[config.mk]
export PLATFORM = sky130hd
export DESIGN_NAME = aip_slave_ctrl
export DESIGN_NICKNAME = d
export VERILOG_FILES = /design/src/rtl/aip_slave_ctrl.sv
export SDC_FILE = /design/constraint.sdc
export NUM_CORES = 1
export LEC_CHECK = 0
export BUFFER_PORTS_ARGS = -buffer_cell sky130_fd_sc_hd__buf_2
export CORE_AREA = 2 2 286 288
export DETAILED_ROUTE_END_ITERATION = 10
export DIE_AREA = 0 0 288 290
export PLACE_DENSITY = 0.81
export SETUP_SLACK_MARGIN = 0.4
export SYNTH_ARGS = -nofsm -noshare
export SYNTH_HDL_FRONTEND = slang
export SYNTH_SLANG_ARGS = --single-unit
[constraint.sdc]
create_clock -name clk -period 5.3 [get_ports clk]
set_input_delay 1.06 -clock clk [delete_from_list [all_inputs] [get_ports clk]]
set_output_delay 1.06 -clock clk [all_outputs]
set_load 0.01 [all_outputs]
[src/rtl/aip_slave_ctrl.sv]
// ---------------------------------------------------------------------------
// aip_slave_ctrl
//
// Core-side end of the AIP host bus. The host drives aip_config together with
// read/write/start strobes; this block turns them into accesses to an input
// data memory (host writes, core reads), an output data memory (core writes,
// host reads), a bank of configuration registers, STATUS/ID registers and an
// interrupt line. The attached core sees its own memory ports plus a
// start/done handshake.
//
// Ports
//   clk, rst          : clock (rising edge) and synchronous active-high reset
//   aip_dataIn        : host write data
//   aip_config        : register/memory selector
//   aip_read          : host read strobe (level)
//   aip_write         : host write strobe (level)
//   aip_start         : host start strobe (level)
//   aip_dataOut       : registered host read data
//   aip_int           : registered interrupt request
//   core_start        : one-cycle start pulse to the core
//   core_done         : one-cycle completion strobe from the core
//   int_set           : per-source interrupt set strobes from the core
//   core_rd_addr/data : core read port of the input memory (1-cycle latency)
//   core_wr_en/addr/data : core write port of the output memory
//   conf_regs         : flattened configuration bank, register k at [32k+31:32k]
// ---------------------------------------------------------------------------
module aip_slave_ctrl #(
   parameter logic [31:0] IP_ID   = 32'h0000_1001,
   parameter int          MEM_AW  = 4,
   parameter int          CONF_AW = 2,
   parameter int          NUM_INT = 8
) (
   input  logic                          clk,
   input  logic                          rst,
   input  logic [31:0]                   aip_dataIn,
   input  logic [4:0]                    aip_config,
   input  logic                          aip_read,
   input  logic                          aip_write,
   input  logic                          aip_start,
   output logic [31:0]                   aip_dataOut,
   output logic                          aip_int,
   output logic                          core_start,
   input  logic                          core_done,
   input  logic [NUM_INT-1:0]            int_set,
   input  logic [MEM_AW-1:0]             core_rd_addr,
   output logic [31:0]                   core_rd_data,
   input  logic                          core_wr_en,
   input  logic [MEM_AW-1:0]             core_wr_addr,
   input  logic [31:0]                   core_wr_data,
   output logic [32*(2**CONF_AW)-1:0]    conf_regs
);

   localparam int MEM_DEPTH  = 2 ** MEM_AW;
   localparam int CONF_DEPTH = 2 ** CONF_AW;

   localparam logic [4:0] CFG_MDATAIN      = 5'd0;
   localparam logic [4:0] CFG_MDATAIN_PTR  = 5'd1;
   localparam logic [4:0] CFG_MDATAOUT     = 5'd2;
   localparam logic [4:0] CFG_MDATAOUT_PTR = 5'd3;
   localparam logic [4:0] CFG_CONF         = 5'd4;
   localparam logic [4:0] CFG_CONF_PTR     = 5'd5;
   localparam logic [4:0] CFG_STATUS       = 5'd30;
   localparam logic [4:0] CFG_ID           = 5'd31;

   // Host-side input registers and their one-cycle-delayed copies for edge detection
   logic [31:0]         dataIn_q;
   logic [4:0]          config_q;
   logic                read_q, readDly_q;
   logic                write_q, writeDly_q;
   logic                start_q, startDly_q;

   // Pointers, configuration bank, status state
   logic [MEM_AW-1:0]   inPtr_q, inPtr_d;
   logic [MEM_AW-1:0]   outPtr_q, outPtr_d;
   logic [CONF_AW-1:0]  confPtr_q, confPtr_d;
   logic [31:0]         conf_q [CONF_DEPTH];
   logic [NUM_INT-1:0]  flags_q, flags_d;
   logic [NUM_INT-1:0]  enable_q, enable_d;
   logic                busy_q, busy_d;

   // Registered outputs
   logic [31:0]         dataOut_q, dataOut_d;
   logic                int_q, int_d;
   logic                coreStart_q, coreStart_d;
   logic [31:0]         coreRdData_q;

   // Data memories (contents are never reset)
   logic [31:0]         inMem  [MEM_DEPTH];
   logic [31:0]         outMem [MEM_DEPTH];

   // Decoded strobe events
   logic                writeRise, readFall, startRise, startGo;
   logic                inMemWrite, confWrite, statusWrite;
   logic [NUM_INT-1:0]  flagSet, flagClr;

   // Every host strobe, the selector and the data word are registered once.
   // The delayed copies let us act on a single edge per access regardless of
   // how long the host holds a strobe. Clearing the delayed copies on reset
   // makes a strobe that is still high afterwards look like a fresh edge.
   always_ff @(posedge clk) begin
      if (rst) begin
         dataIn_q   <= '0;
         config_q   <= '0;
         read_q     <= 1'b0;
         readDly_q  <= 1'b0;
         write_q    <= 1'b0;
         writeDly_q <= 1'b0;
         start_q    <= 1'b0;
         startDly_q <= 1'b0;
      end else begin
         dataIn_q   <= aip_dataIn;
         config_q   <= aip_config;
         read_q     <= aip_read;
         readDly_q  <= read_q;
         write_q    <= aip_write;
         writeDly_q <= write_q;
         start_q    <= aip_start;
         startDly_q <= start_q;
      end
   end

   // Edge events on the registered strobes and the actions they select.
   // A start is only accepted when idle, and a completion in the same cycle
   // takes priority, so the start is dropped rather than restarting the core.
   always_comb begin
      writeRise   = write_q & ~writeDly_q;
      readFall    = ~read_q & readDly_q;
      startRise   = start_q & ~startDly_q;
      startGo     = startRise & ~busy_q & ~core_done;
      inMemWrite  = writeRise && (config_q == CFG_MDATAIN) && !rst;
      confWrite   = writeRise && (config_q == CFG_CONF);
      statusWrite = writeRise && (config_q == CFG_STATUS);
   end

   // Pointer next-state: data accesses post-increment, pointer writes load the
   // low bits of the data word. Natural binary overflow gives the wrap.
   always_comb begin
      inPtr_d   = inPtr_q;
      outPtr_d  = outPtr_q;
      confPtr_d = confPtr_q;
      if (writeRise) begin
         case (config_q)
            CFG_MDATAIN:      inPtr_d   = inPtr_q + MEM_AW'(1);
            CFG_MDATAIN_PTR:  inPtr_d   = dataIn_q[MEM_AW-1:0];
            CFG_MDATAOUT_PTR: outPtr_d  = dataIn_q[MEM_AW-1:0];
            CFG_CONF:         confPtr_d = confPtr_q + CONF_AW'(1);
            CFG_CONF_PTR:     confPtr_d = dataIn_q[CONF_AW-1:0];
            default: ;
         endcase
      end
      if (readFall && (config_q == CFG_MDATAOUT)) begin
         outPtr_d = outPtr_q + MEM_AW'(1);
      end
   end

   // Status next-state. Sets are OR-ed in after the clear so that a set and a
   // write-1-to-clear of the same flag in one cycle leaves the flag set.
   // core_done is folded into flag 0.
   always_comb begin
      flagSet    = int_set;
      flagSet[0] = int_set[0] | core_done;
      flagClr    = statusWrite ? dataIn_q[NUM_INT-1:0] : '0;
      flags_d    = (flags_q & ~flagClr) | flagSet;
      enable_d   = statusWrite ? dataIn_q[8 +: NUM_INT] : enable_q;
      if (core_done) begin
         busy_d = 1'b0;
      end else if (startGo) begin
         busy_d = 1'b1;
      end else begin
         busy_d = busy_q;
      end
      coreStart_d = startGo;
      int_d       = |(flags_q & enable_q);
   end

   // Host read mux. It runs every cycle from the registered selector, so the
   // output settles two cycles after aip_config and follows a core write to
   // the output memory one cycle later. Data registers that have no read-back
   // meaning return 0; pointer registers return the current pointer.
   always_comb begin
      dataOut_d = '0;
      case (config_q)
         CFG_MDATAIN_PTR:  dataOut_d[MEM_AW-1:0]  = inPtr_q;
         CFG_MDATAOUT:     dataOut_d              = outMem[outPtr_q];
         CFG_MDATAOUT_PTR: dataOut_d[MEM_AW-1:0]  = outPtr_q;
         CFG_CONF_PTR:     dataOut_d[CONF_AW-1:0] = confPtr_q;
         CFG_STATUS: begin
            dataOut_d[NUM_INT-1:0]  = flags_q;
            dataOut_d[8 +: NUM_INT] = enable_q;
            dataOut_d[16]           = busy_q;
         end
         CFG_ID:           dataOut_d              = IP_ID;
         default: ;
      endcase
   end

   // Control state and registered outputs
   always_ff @(posedge clk) begin
      if (rst) begin
         inPtr_q      <= '0;
         outPtr_q     <= '0;
         confPtr_q    <= '0;
         flags_q      <= '0;
         enable_q     <= '0;
         busy_q       <= 1'b0;
         dataOut_q    <= '0;
         int_q        <= 1'b0;
         coreStart_q  <= 1'b0;
         coreRdData_q <= '0;
      end else begin
         inPtr_q      <= inPtr_d;
         outPtr_q     <= outPtr_d;
         confPtr_q    <= confPtr_d;
         flags_q      <= flags_d;
         enable_q     <= enable_d;
         busy_q       <= busy_d;
         dataOut_q    <= dataOut_d;
         int_q        <= int_d;
         coreStart_q  <= coreStart_d;
         coreRdData_q <= inMem[core_rd_addr];
      end
   end

   // Configuration bank, cleared by reset and written through the auto-incrementing pointer
   always_ff @(posedge clk) begin
      if (rst) begin
         for (int k = 0; k < CONF_DEPTH; k++) begin
            conf_q[k] <= '0;
         end
      end else if (confWrite) begin
         conf_q[confPtr_q] <= dataIn_q;
      end
   end

   // Memory arrays. Nonblocking writes mean a core read of an address that
   // the host writes in the same cycle still returns the old word.
   always_ff @(posedge clk) begin
      if (inMemWrite) begin
         inMem[inPtr_q] <= dataIn_q;
      end
      if (core_wr_en) begin
         outMem[core_wr_addr] <= core_wr_data;
      end
   end

   // Flatten the configuration bank onto the output bus
   always_comb begin
      conf_regs = '0;
      for (int k = 0; k < CONF_DEPTH; k++) begin
         conf_regs[32*k +: 32] = conf_q[k];
      end
   end

   assign aip_dataOut  = dataOut_q;
   assign aip_int      = int_q;
   assign core_start   = coreStart_q;
   assign core_rd_data = coreRdData_q;

endmodule

==> metrics list <==
* Site row count: 104
- Worst min-delay path class: reg -> reg
- Setup violators final: 0
- Total number of clock tree sinks: 1292
* Hold Crit Start: read_q
* Clock Power Share: 0.412
* Final setup TNS: 0 ps
- Aggregate global-route resource usage: 0.276
- Final clock skew: 55.1 ps
- Total number of vias: 24827
- Data on the critical path arrives at its endpoint at 4160 ps.
- Category of the worst setup path launch point: flop
- Sw Ratio: 0.211
* Achievable frequency: 258 MHz
- In this run the remaining antenna-violating nets after routing total 0.
* Number of synthesized flops with an enable pin: 1152
- Layout area overhead: 14.2%
- DRT met1 WL: 40.1 mm
- Cts-stage hold buffer count: 0
- Initial antenna violation count: 15
- Dividing the detail-routed via count by the number of cells gives 6.37.
- Across the VDD grid, the largest voltage drop is 0.319 mV.
* Detailed router's first-iteration violation count: 2910
- Maximum fanout along the worst path: 32
- R2R Setup Slk: 1420 ps
* Part of the power in combinational logic: 0.032
* Slew @ Worst Pin: 1290 ps
- Power density of the placed cells: 373 mW/mm^2
* Top-Level Pins: 286
- Effective utilization at floorplan: 0.599
- The mapped netlist covers 0.0480 sq mm.
* Total core area: 0.0802 sq mm
- Commonest register cell after synthesis: sky130_fd_sc_hd__edfxtp_1
* RR Endpoint: inMem[9][6]
* Vias in the first global route: 25723
* Net switching power: 0.00432 W
* Die Y: 290 um
* Maximum level of the CTS H-tree: 3
- Detailed-routed wire length on met3: 11.1 mm
- In the routed design, unresolved DRC markers number 0.
* Leakage power: 18.3 nW
- The startpoint identified for the worst register-to-register timing path is config_q[3].
- Util after Layout: 0.684
- Run status: finished, final reports clean
* Final routed wire length divided by cell count: 29.4 um
- Total global routing overflow: 0
- Each instance of the synthesized netlist takes up on average 20.1 sq um.
* Die ar.: 0.0835 sq mm
- The congestion estimate from routability-driven global placement came to 0.855.
- Clock Tree Buf Depth: 3
- During placement, the flow inserted port buffers numbering 285.
- Internal cell power: 0.0161 W
* CTS root buffer: sky130_fd_sc_hd__clkbuf_16
- # nets final: 2820
* Period utilization: 0.732
- The final-report hold violation count was 0.
- Nature of the critical path endpoint: flop
* Distinct cells, synth: 60
- Syn_nets: 2488
- Along the worst hold path, the cell count comes to 1.
- Counting I/O delays and the setup requirement, the final critical path takes 3880 ps.
- For this run, the register share of the synthesized area comes to 0.779.
- Uppermost metal layer occupied by signal nets: met5
- Max transition margin: 0.138
* RSZ-0062 raised after global routing: no
* Wire length of the first global-routing pass: 167 mm
* Post-CTS Resized: 0
* Sum of internal, switching and leakage power: 0.0205 W
- In the synthesized netlist the async set-or-reset flop fraction comes to 0.
- STA puts the critical path data required time at 5580 ps.
* Register bit count reported by yosys: 1292
- Later-pin clock latency in the skew report: 720 ps
- The routed design has 114 mm of wire.
* Worst min-delay path endpoint: readDly_q
* Pin count of the biggest net entering global routing: 106
- Amount of wire on met2 after detailed routing: 58.9 mm
- Of the cells placed in the final design, the portion with a size suffix greater than 1 is 0.286.
- Placed wire-length estimate after detailed placement: 64.3 mm
- In this run, CTS created clock tree buffers numbering 119.
- The share of total power dissipated in sequential elements is 0.556.
* Worst hold margin: 478 ps
- The number of setup buffers added after CTS is 0.
- CTS tree: done
- Number of pins exceeding their max-slew limit in the final report: 0
* Die boundary width: 288 um
* # Max-Cap Violations: 0
- Synthesis handed over a netlist of 2391 instances.
* 1st-pass router iterations: 5
- Yosys printed 0 warnings.
- The worst setup path is of the reg -> reg kind.
- Clock-pin slew of the registers on the worst-case setup and hold paths: 60 ps
* Worst-case reg-to-reg path depth: 4
-- registers in the layout, indices dropped and copies added (netlist names), 5 cells and up, named ones only --
| register | count |
|---|---|
| inMem | 512 |
| core_rd_data | 32 |
| dataIn_q | 32 |
| enable_q | 8 |
| config_q | 5 |
| aip_dataOut | 32 |
| outMem | 512 |
| conf_q | 128 |
| flags_q | 8 |
-- critical path: stages, from the launching register on --
cell	delay, ps
sky130_fd_sc_hd__dfxtp_1	400
sky130_fd_sc_hd__or3_1	530
sky130_fd_sc_hd__nor3_1	910
sky130_fd_sc_hd__nand3_1	510
sky130_fd_sc_hd__nor2_4	1130
-- kinds of logic (layout without fill, tap and decap cells) --
kind of cell | count (synthesis) | after routing | share of synthesized area
buf+inv | 153 | 592 | 0.0134
fa+ha+maj | 5 | 5 | 0.00130
compound gates | 227 | 227 | 0.0300
other cells | 0 | 5 | 0
flops | 1292 | 1292 | 0.779
mux | 370 | 370 | 0.136
simple gates | 344 | 344 | 0.0407
-- stage by stage --
stage	instances	setup slack (ps)	instance area, sq um
floorplan	2391	975	48000
global placement	3662	1630	50900
detailed placement	3662	1490	50900
CTS	3890	1480	54800
global route	3893	1210	54800
finish	3895	1420	54900
-- layout by cell type, fill, tap and decap left out, types with 14 or more instances in the layout --
cell type                   netlist  final
sky130_fd_sc_hd__edfxtp_1      1152   1152
sky130_fd_sc_hd__buf_2           37    283
sky130_fd_sc_hd__mux4_2         226    226
sky130_fd_sc_hd__mux2i_1        141    141
sky130_fd_sc_hd__dfxtp_1        140    136
sky130_fd_sc_hd__and2_1         121    121
sky130_fd_sc_hd__clkbuf_16        0    119
sky130_fd_sc_hd__o22ai_1         56     56
sky130_fd_sc_hd__buf_4            0     54
sky130_fd_sc_hd__nor2b_1         52     52
sky130_fd_sc_hd__o21ai_0         52     52
sky130_fd_sc_hd__nand2_1         49     49
sky130_fd_sc_hd__a21oi_1         45     45
sky130_fd_sc_hd__clkinv_2         0     32
sky130_fd_sc_hd__clkbuf_1        65     25
sky130_fd_sc_hd__nor2_4           0     24
sky130_fd_sc_hd__inv_1           22     22
sky130_fd_sc_hd__nor3_1          25     17
sky130_fd_sc_hd__a22oi_1         17     17
sky130_fd_sc_hd__clkinv_1         1     16
sky130_fd_sc_hd__nor2_1          38     14
-- power groups by stage --
stage                     Sequential, W  Clock (W)  Combinational (W)
after floorplan                  0.0116          0           0.000335
after global placement           0.0116          0           0.000627
after detailed placement         0.0116          0           0.000649
after CTS                        0.0114    0.00852           0.000658
after global routing             0.0114    0.00890           0.000700
final                            0.0114    0.00844           0.000657
-- layout make-up --
type                    count  area [sq um]
clock buffers             147          3110
repair buffers            340          1880
well taps                1060          1330
clock inverters            81           787
fillers                  4868         25300
flip-flops and latches   1292         37400
diodes                      5          12.5
multi-input cells         946         10200
inverters                  24          90.1
-- per-layer routing --
metal	vias to the layer above	global-route usage
met4	18	0.111
met1	12789	0.347
met3	290	0.0657
li1	10309	-
met2	1421	0.464
met5	-	0
-- cell usage after synthesis, drive strengths merged, types with 5 or more instances --
cell,instances,area [sq um]
nand3,13,65.1
o21ai,52,260
clkbuf,71,274
buf,58,279
a22o,8,70.1
edfxtp,1152,34600
o221ai,11,96.3
mux2i,141,1410
a211oi,13,97.6
nor2b,52,325
nor3,26,135
a21oi,45,225
a22oi,17,128
inv,23,86.3
dfxtp,140,2800
nand2,49,184
o22ai,56,350
ha,5,62.6
or3,6,37.5
and2,121,757
nor2,38,143
or2,6,37.5
mux4,226,5090
nand2b,10,62.6
-- how the worst max path moves through the flow --
stage                         to  cells after the start         from
floorplan            inMem[3][0]                      4          rst
detailed placement  inMem[9][19]                      4  config_q[3]
global placement     inMem[4][6]                      6          rst
global route        inMem[10][6]                      4  config_q[3]
finish               inMem[9][6]                      4  config_q[3]
CTS                  inMem[9][6]                      4  config_q[3]
(Power assumes the default switching activity.)
